$ cat config.mk
export PLATFORM = sky130hd
export DESIGN_NAME = alu_exec_stage
export DESIGN_NICKNAME = d
export VERILOG_FILES = /design/src/rtl/alu_exec_stage.sv
export SDC_FILE = /design/constraint.sdc
export NUM_CORES = 1
export LEC_CHECK = 0
export CORE_ASPECT_RATIO = 1.25
export CORE_MARGIN = 10
export CORE_UTILIZATION = 23
export DETAILED_ROUTE_END_ITERATION = 12
export SETUP_SLACK_MARGIN = 0.2
export SKIP_CTS_REPAIR_TIMING = 1
export SLEW_MARGIN = 25
export SYNTH_ARGS = -nofsm -noshare
export SYNTH_HDL_FRONTEND = slang
export SYNTH_SLANG_ARGS = --single-unit
$ cat constraint.sdc
create_clock -name clk -period 3.8 [get_ports clk]
set_clock_uncertainty 0.2 [all_clocks]
set_input_delay 0.38 -clock clk [delete_from_list [all_inputs] [get_ports clk]]
set_output_delay 0.38 -clock clk [all_outputs]
set_load 0.005 [all_outputs]
$ cat src/rtl/alu_exec_stage.sv
// Two-stage ALU execute pipeline: S1 captures the operation, S2 holds the
// computed result and flags. Carries a chaining accumulator and a handshake counter.
module alu_exec_stage #(
  parameter int N     = 8,
  parameter int CNT_W = 16
) (
  input  logic             clk,
  input  logic             rst,
  input  logic             in_valid,
  output logic             in_ready,
  input  logic [2:0]       op,
  input  logic [N-1:0]     a,
  input  logic [N-1:0]     b,
  input  logic             acc_sel,
  input  logic             acc_clr,
  output logic             out_valid,
  input  logic             out_ready,
  output logic [N-1:0]     result,
  output logic             carry,
  output logic             zero,
  output logic [N-1:0]     acc,
  output logic [CNT_W-1:0] op_count
);

  typedef enum logic [2:0] {
    OP_ADD = 3'd0,
    OP_SUB = 3'd1,
    OP_INC = 3'd2,
    OP_DEC = 3'd3,
    OP_INV = 3'd4,
    OP_AND = 3'd5,
    OP_OR  = 3'd6,
    OP_XOR = 3'd7
  } op_e;

  logic         s1_valid;
  op_e          s1_op;
  logic [N-1:0] s1_a;
  logic [N-1:0] s1_b;
  logic         s1_acc_sel;

  logic         s2_load;
  logic         s1_load;
  logic         accept;

  // Handshake: a transfer happens on a rising edge where valid && ready; a
  // producer holds valid and its payload until then, ready never waits on valid.
  assign s2_load  = !out_valid || out_ready;
  assign s1_load  = s1_valid && s2_load;
  assign in_ready = !s1_valid || s2_load;
  assign accept   = in_valid && in_ready;

  logic [N-1:0] opa;
  logic [N:0]   sum;
  logic [N-1:0] calc_res;
  logic         calc_c;

  // Bit N of the widened add/subtract is the carry, or the borrow for SUB/DEC.
  always_comb begin
    opa      = s1_acc_sel ? acc : s1_a;
    sum      = '0;
    calc_res = '0;
    calc_c   = 1'b0;
    case (s1_op)
      OP_ADD: begin
        sum      = {1'b0, opa} + {1'b0, s1_b};
        calc_res = sum[N-1:0];
        calc_c   = sum[N];
      end
      OP_SUB: begin
        sum      = {1'b0, opa} - {1'b0, s1_b};
        calc_res = sum[N-1:0];
        calc_c   = sum[N];
      end
      OP_INC: begin
        sum      = {1'b0, opa} + (N+1)'(1);
        calc_res = sum[N-1:0];
        calc_c   = sum[N];
      end
      OP_DEC: begin
        sum      = {1'b0, opa} - (N+1)'(1);
        calc_res = sum[N-1:0];
        calc_c   = sum[N];
      end
      OP_INV: calc_res = ~opa;
      OP_AND: calc_res = opa & s1_b;
      OP_OR:  calc_res = opa | s1_b;
      OP_XOR: calc_res = opa ^ s1_b;
      default: calc_res = '0;
    endcase
  end

  always_ff @(posedge clk or posedge rst) begin
    if (rst) begin
      s1_valid   <= 1'b0;
      s1_op      <= OP_ADD;
      s1_a       <= '0;
      s1_b       <= '0;
      s1_acc_sel <= 1'b0;
      out_valid  <= 1'b0;
      result     <= '0;
      carry      <= 1'b0;
      zero       <= 1'b0;
      acc        <= '0;
      op_count   <= '0;
    end else begin
      if (accept) begin
        s1_valid   <= 1'b1;
        s1_op      <= op_e'(op);
        s1_a       <= a;
        s1_b       <= b;
        s1_acc_sel <= acc_sel;
      end else if (s1_load) begin
        s1_valid <= 1'b0;
      end

      if (s1_load) begin
        out_valid <= 1'b1;
        result    <= calc_res;
        carry     <= calc_c;
        zero      <= (calc_res == '0);
      end else if (out_ready) begin
        out_valid <= 1'b0;
      end

      // Clear wins, but the transfer this cycle already consumed the old acc.
      if (acc_clr) begin
        acc <= '0;
      end else if (s1_load) begin
        acc <= calc_res;
      end

      if (out_valid && out_ready) begin
        op_count <= op_count + 1'b1;
      end
    end
  end

endmodule

==> results_dict.tcl <==
set metrics [dict create \
    antenna_found_initial 0 \
    synth_edf_count 0 \
    power_frac_seq_pct 33.8 \
    syn_inst 442 \
    grt_pass1_vias 3448 \
    combPwrFrac_pct 47.4 \
    reg2regPathDepth 10 \
    drt_iter0_markers 177 \
    path_max_fanout 20 \
    hold_violations 0 \
    fin_crit_sh_pct 88.8 \
    rows 54 \
    totalWireLength_um 11700 \
    start_kind "register" \
    path_clk_slew_ns 0.07 \
    max_freq_mhz 296 \
    dr.pass1.iters 4 \
    setup_viol 0 \
    syn_area_mm2 0.00411 \
    reg2reg_from "s1_acc_sel" \
    p_switching_uw 969 \
    fin_tns_setup_ns 0 \
    syn_avg_cell_area_um2 9.29 \
    ys_async_sr_fraction_pct 100 \
    r2r_slack_ns 0.42 \
    post-route-min-period_ns 3.38 \
    clkLatencyLatePin_ns 0.30 \
    htree_num_levels 2 \
    grt.overflow.total 0 \
    hold_path.class "in -> async" \
    die_w_um 140 \
    drcViolationCount 0 \
    layout_common_cells "60 x clkdlybuf4s50_1, 56 x dfrtp_1, 49 x nor2_1" \
    die_h_um 169 \
    num_vias 3348 \
    tritoncts "built" \
    swShare_pct 38.3 \
    die_area_mm2 0.0236 \
    status "complete, no violations" \
    ys_warn_count 0 \
    power.internal_uw 1560 \
    initial_core_util_pct 23.5 \
    critPathKind "reg -> reg" \
    syn2layout_area_growth_pct 24.8 \
    syn_nets 498 \
    final_common_cell "clkdlybuf4s50_1" \
    antenna_left 0 \
    tightest_slew_ns 0.654 \
    power_density_mw_per_mm2 494 \
    drive_gt1_share_pct 12.6 \
    numCtsBuffers 5 \
    r2r_end "zero" \
    coreArea_mm2 0.0175 \
    pwr-share-clk_pct 18.8 \
    hpwl_um 9420 \
    num_io_pins 61 \
    ys_ff_latch 56 \
    ys.flop_type "dfrtp_1" \
    drv_slew 0 \
    seq_area_frac_synth_pct 34.1 \
    gr-usage-all-layers_pct 9.78 \
    via_per_inst 4.62 \
    fin_util_pct 29.3 \
    max-vdd-ir-drop_mv 0.263 \
    num_antenna_cells 0 \
    wire_per_inst_um 16.1 \
    port_buffers 60 \
    clk_path_buf_depth 2 \
    max_slew_margin_pct 56.4 \
    cp_data_arrival_time_ns 3.42 \
    cp.required_ns 3.84 \
    nNetsFinal 556 \
    drv_cap 0 \
    rsz0062_at_grt "no" \
    cts_root_buf "clkbuf_16" \
    p_leak_uw 0.00211 \
    end_kind "register" \
    clock_sinks 56 \
    gp_congestion 0.917 \
    synth_cell_types 65 \
    grt_start_max_net_pins 27 \
    grt_pass1_wl_um 19100 \
]
-- cells in the mapped netlist, types with 3 or more instances --
master | number | share of area (%)
dfrtp_1 | 56 | 34
nor2_1 | 49 | 4.5
nand2_1 | 32 | 2.9
ha_1 | 29 | 8.8
inv_1 | 27 | 2.5
a21oi_1 | 23 | 2.8
mux2_2 | 23 | 6.3
xnor2_1 | 22 | 4.7
nand3_1 | 14 | 1.7
o21ai_0 | 13 | 1.6
clkbuf_1 | 11 | 1.0
nand2b_1 | 10 | 1.5
mux2i_1 | 9 | 2.2
nor3_1 | 9 | 1.1
a211oi_1 | 6 | 1.1
xor2_1 | 6 | 1.3
nand4_1 | 5 | 0.76
o22ai_1 | 5 | 0.76
and2_1 | 4 | 0.61
buf_2 | 4 | 0.49
nand3b_1 | 4 | 0.73
nor2b_1 | 4 | 0.61
o211ai_1 | 4 | 0.73
o221ai_1 | 4 | 0.85
a21boi_0 | 3 | 0.55
a21o_1 | 3 | 0.55
a221oi_1 | 3 | 0.64
buf_6 | 3 | 0.82
mux2i_4 | 3 | 1.6
nand4b_1 | 3 | 0.64
o21a_1 | 3 | 0.55
or3_1 | 3 | 0.46
-- area by class of cell --
| cell class | count | area (um^2) |
|---|---|---|
| timing repair buffer | 71 | 683 |
| multi-input combinational | 334 | 2480 |
| clock inverter | 2 | 13.8 |
| tap | 224 | 280 |
| fill | 1807 | 12400 |
| clock buffer | 6 | 139 |
| inverter | 32 | 123 |
| sequential | 56 | 1400 |
-- per-layer routing --
| layer | vias up | global-route usage (%) | share of wire, % |
|---|---|---|---|
| li1 | 1669 | - | - |
| met1 | 1607 | 10.7 | 40 |
| met2 | 60 | 18.2 | 54 |
| met3 | 12 | 1.90 | 4.0 |
| met4 | 0 | 3.69 | 2.1 |
| met5 | - | 0 | 0 |
-- registers in the layout, summed over array words and instances (netlist names) --
signal / flops
zero: 1
s1_acc_sel: 1
acc: 8
s1_valid: 1
s1_b: 8
s1_a: 8
result: 8
s1_op: 3
carry: 1
out_valid: 1
op_count: 16
-- worst max-delay path by stage --
stage | start | endpoint | slack [ns] | depth (start not counted)
floorplan | s1_acc_sel | zero | 0.39 | 13
global placement | s1_acc_sel | zero | 0.47 | 10
detailed placement | s1_acc_sel | zero | 0.41 | 10
CTS | s1_acc_sel | zero | 0.38 | 10
global route | s1_acc_sel | zero | 0.20 | 10
finish | s1_acc_sel | zero | 0.42 | 10
-- power by group through the flow --
stage	logic (uW)	registers (uW)	clock network, uW
3_5_place_dp	1200	868	0
6_report	1200	856	476
5_1_grt	1330	879	514
3_3_place_gp	1200	867	0
2_1_floorplan	799	825	0
4_1_cts	1210	859	496
-- cell families after synthesis --
| group | Yosys count | share of synthesized area [%] |
|---|---|---|
| AOI/OAI and AO/OA | 90 | 15.6 |
| xor gates and xnor gates | 28 | 5.97 |
| adders and majority gates | 31 | 9.81 |
| buffers and inverters | 52 | 5.48 |
| DFF | 56 | 34.1 |
| muxes | 37 | 11.0 |
| and+or+nand+nor | 148 | 18.0 |
-- worst max-delay path, stage by stage, from the launching register on --
cell and delay (ns):
dfrtp_1 0.47, buf_4 0.32, mux2i_2 0.42, ha_1 0.43, and2_1 0.22, a21oi_1 0.12
a2bb2oi_1 0.16, o221ai_1 0.13, o32a_1 0.41, nor4b_2 0.23, a32o_2 0.19
-- per-stage QoR --
step	instances	hold slack (ns)	total power [uW]	instance area (um^2)	worst slack, ns
after global routing	725	0.295	2720	5120	0.203
final	725	0.237	2530	5120	0.424
after detailed placement	717	0.264	2070	4970	0.407
after floorplan	442	0.265	1620	4110	0.392
after global placement	717	0.262	2070	4970	0.467
after CTS	725	0.254	2560	5120	0.376
Note: power is estimated with default switching activity, not from simulation.
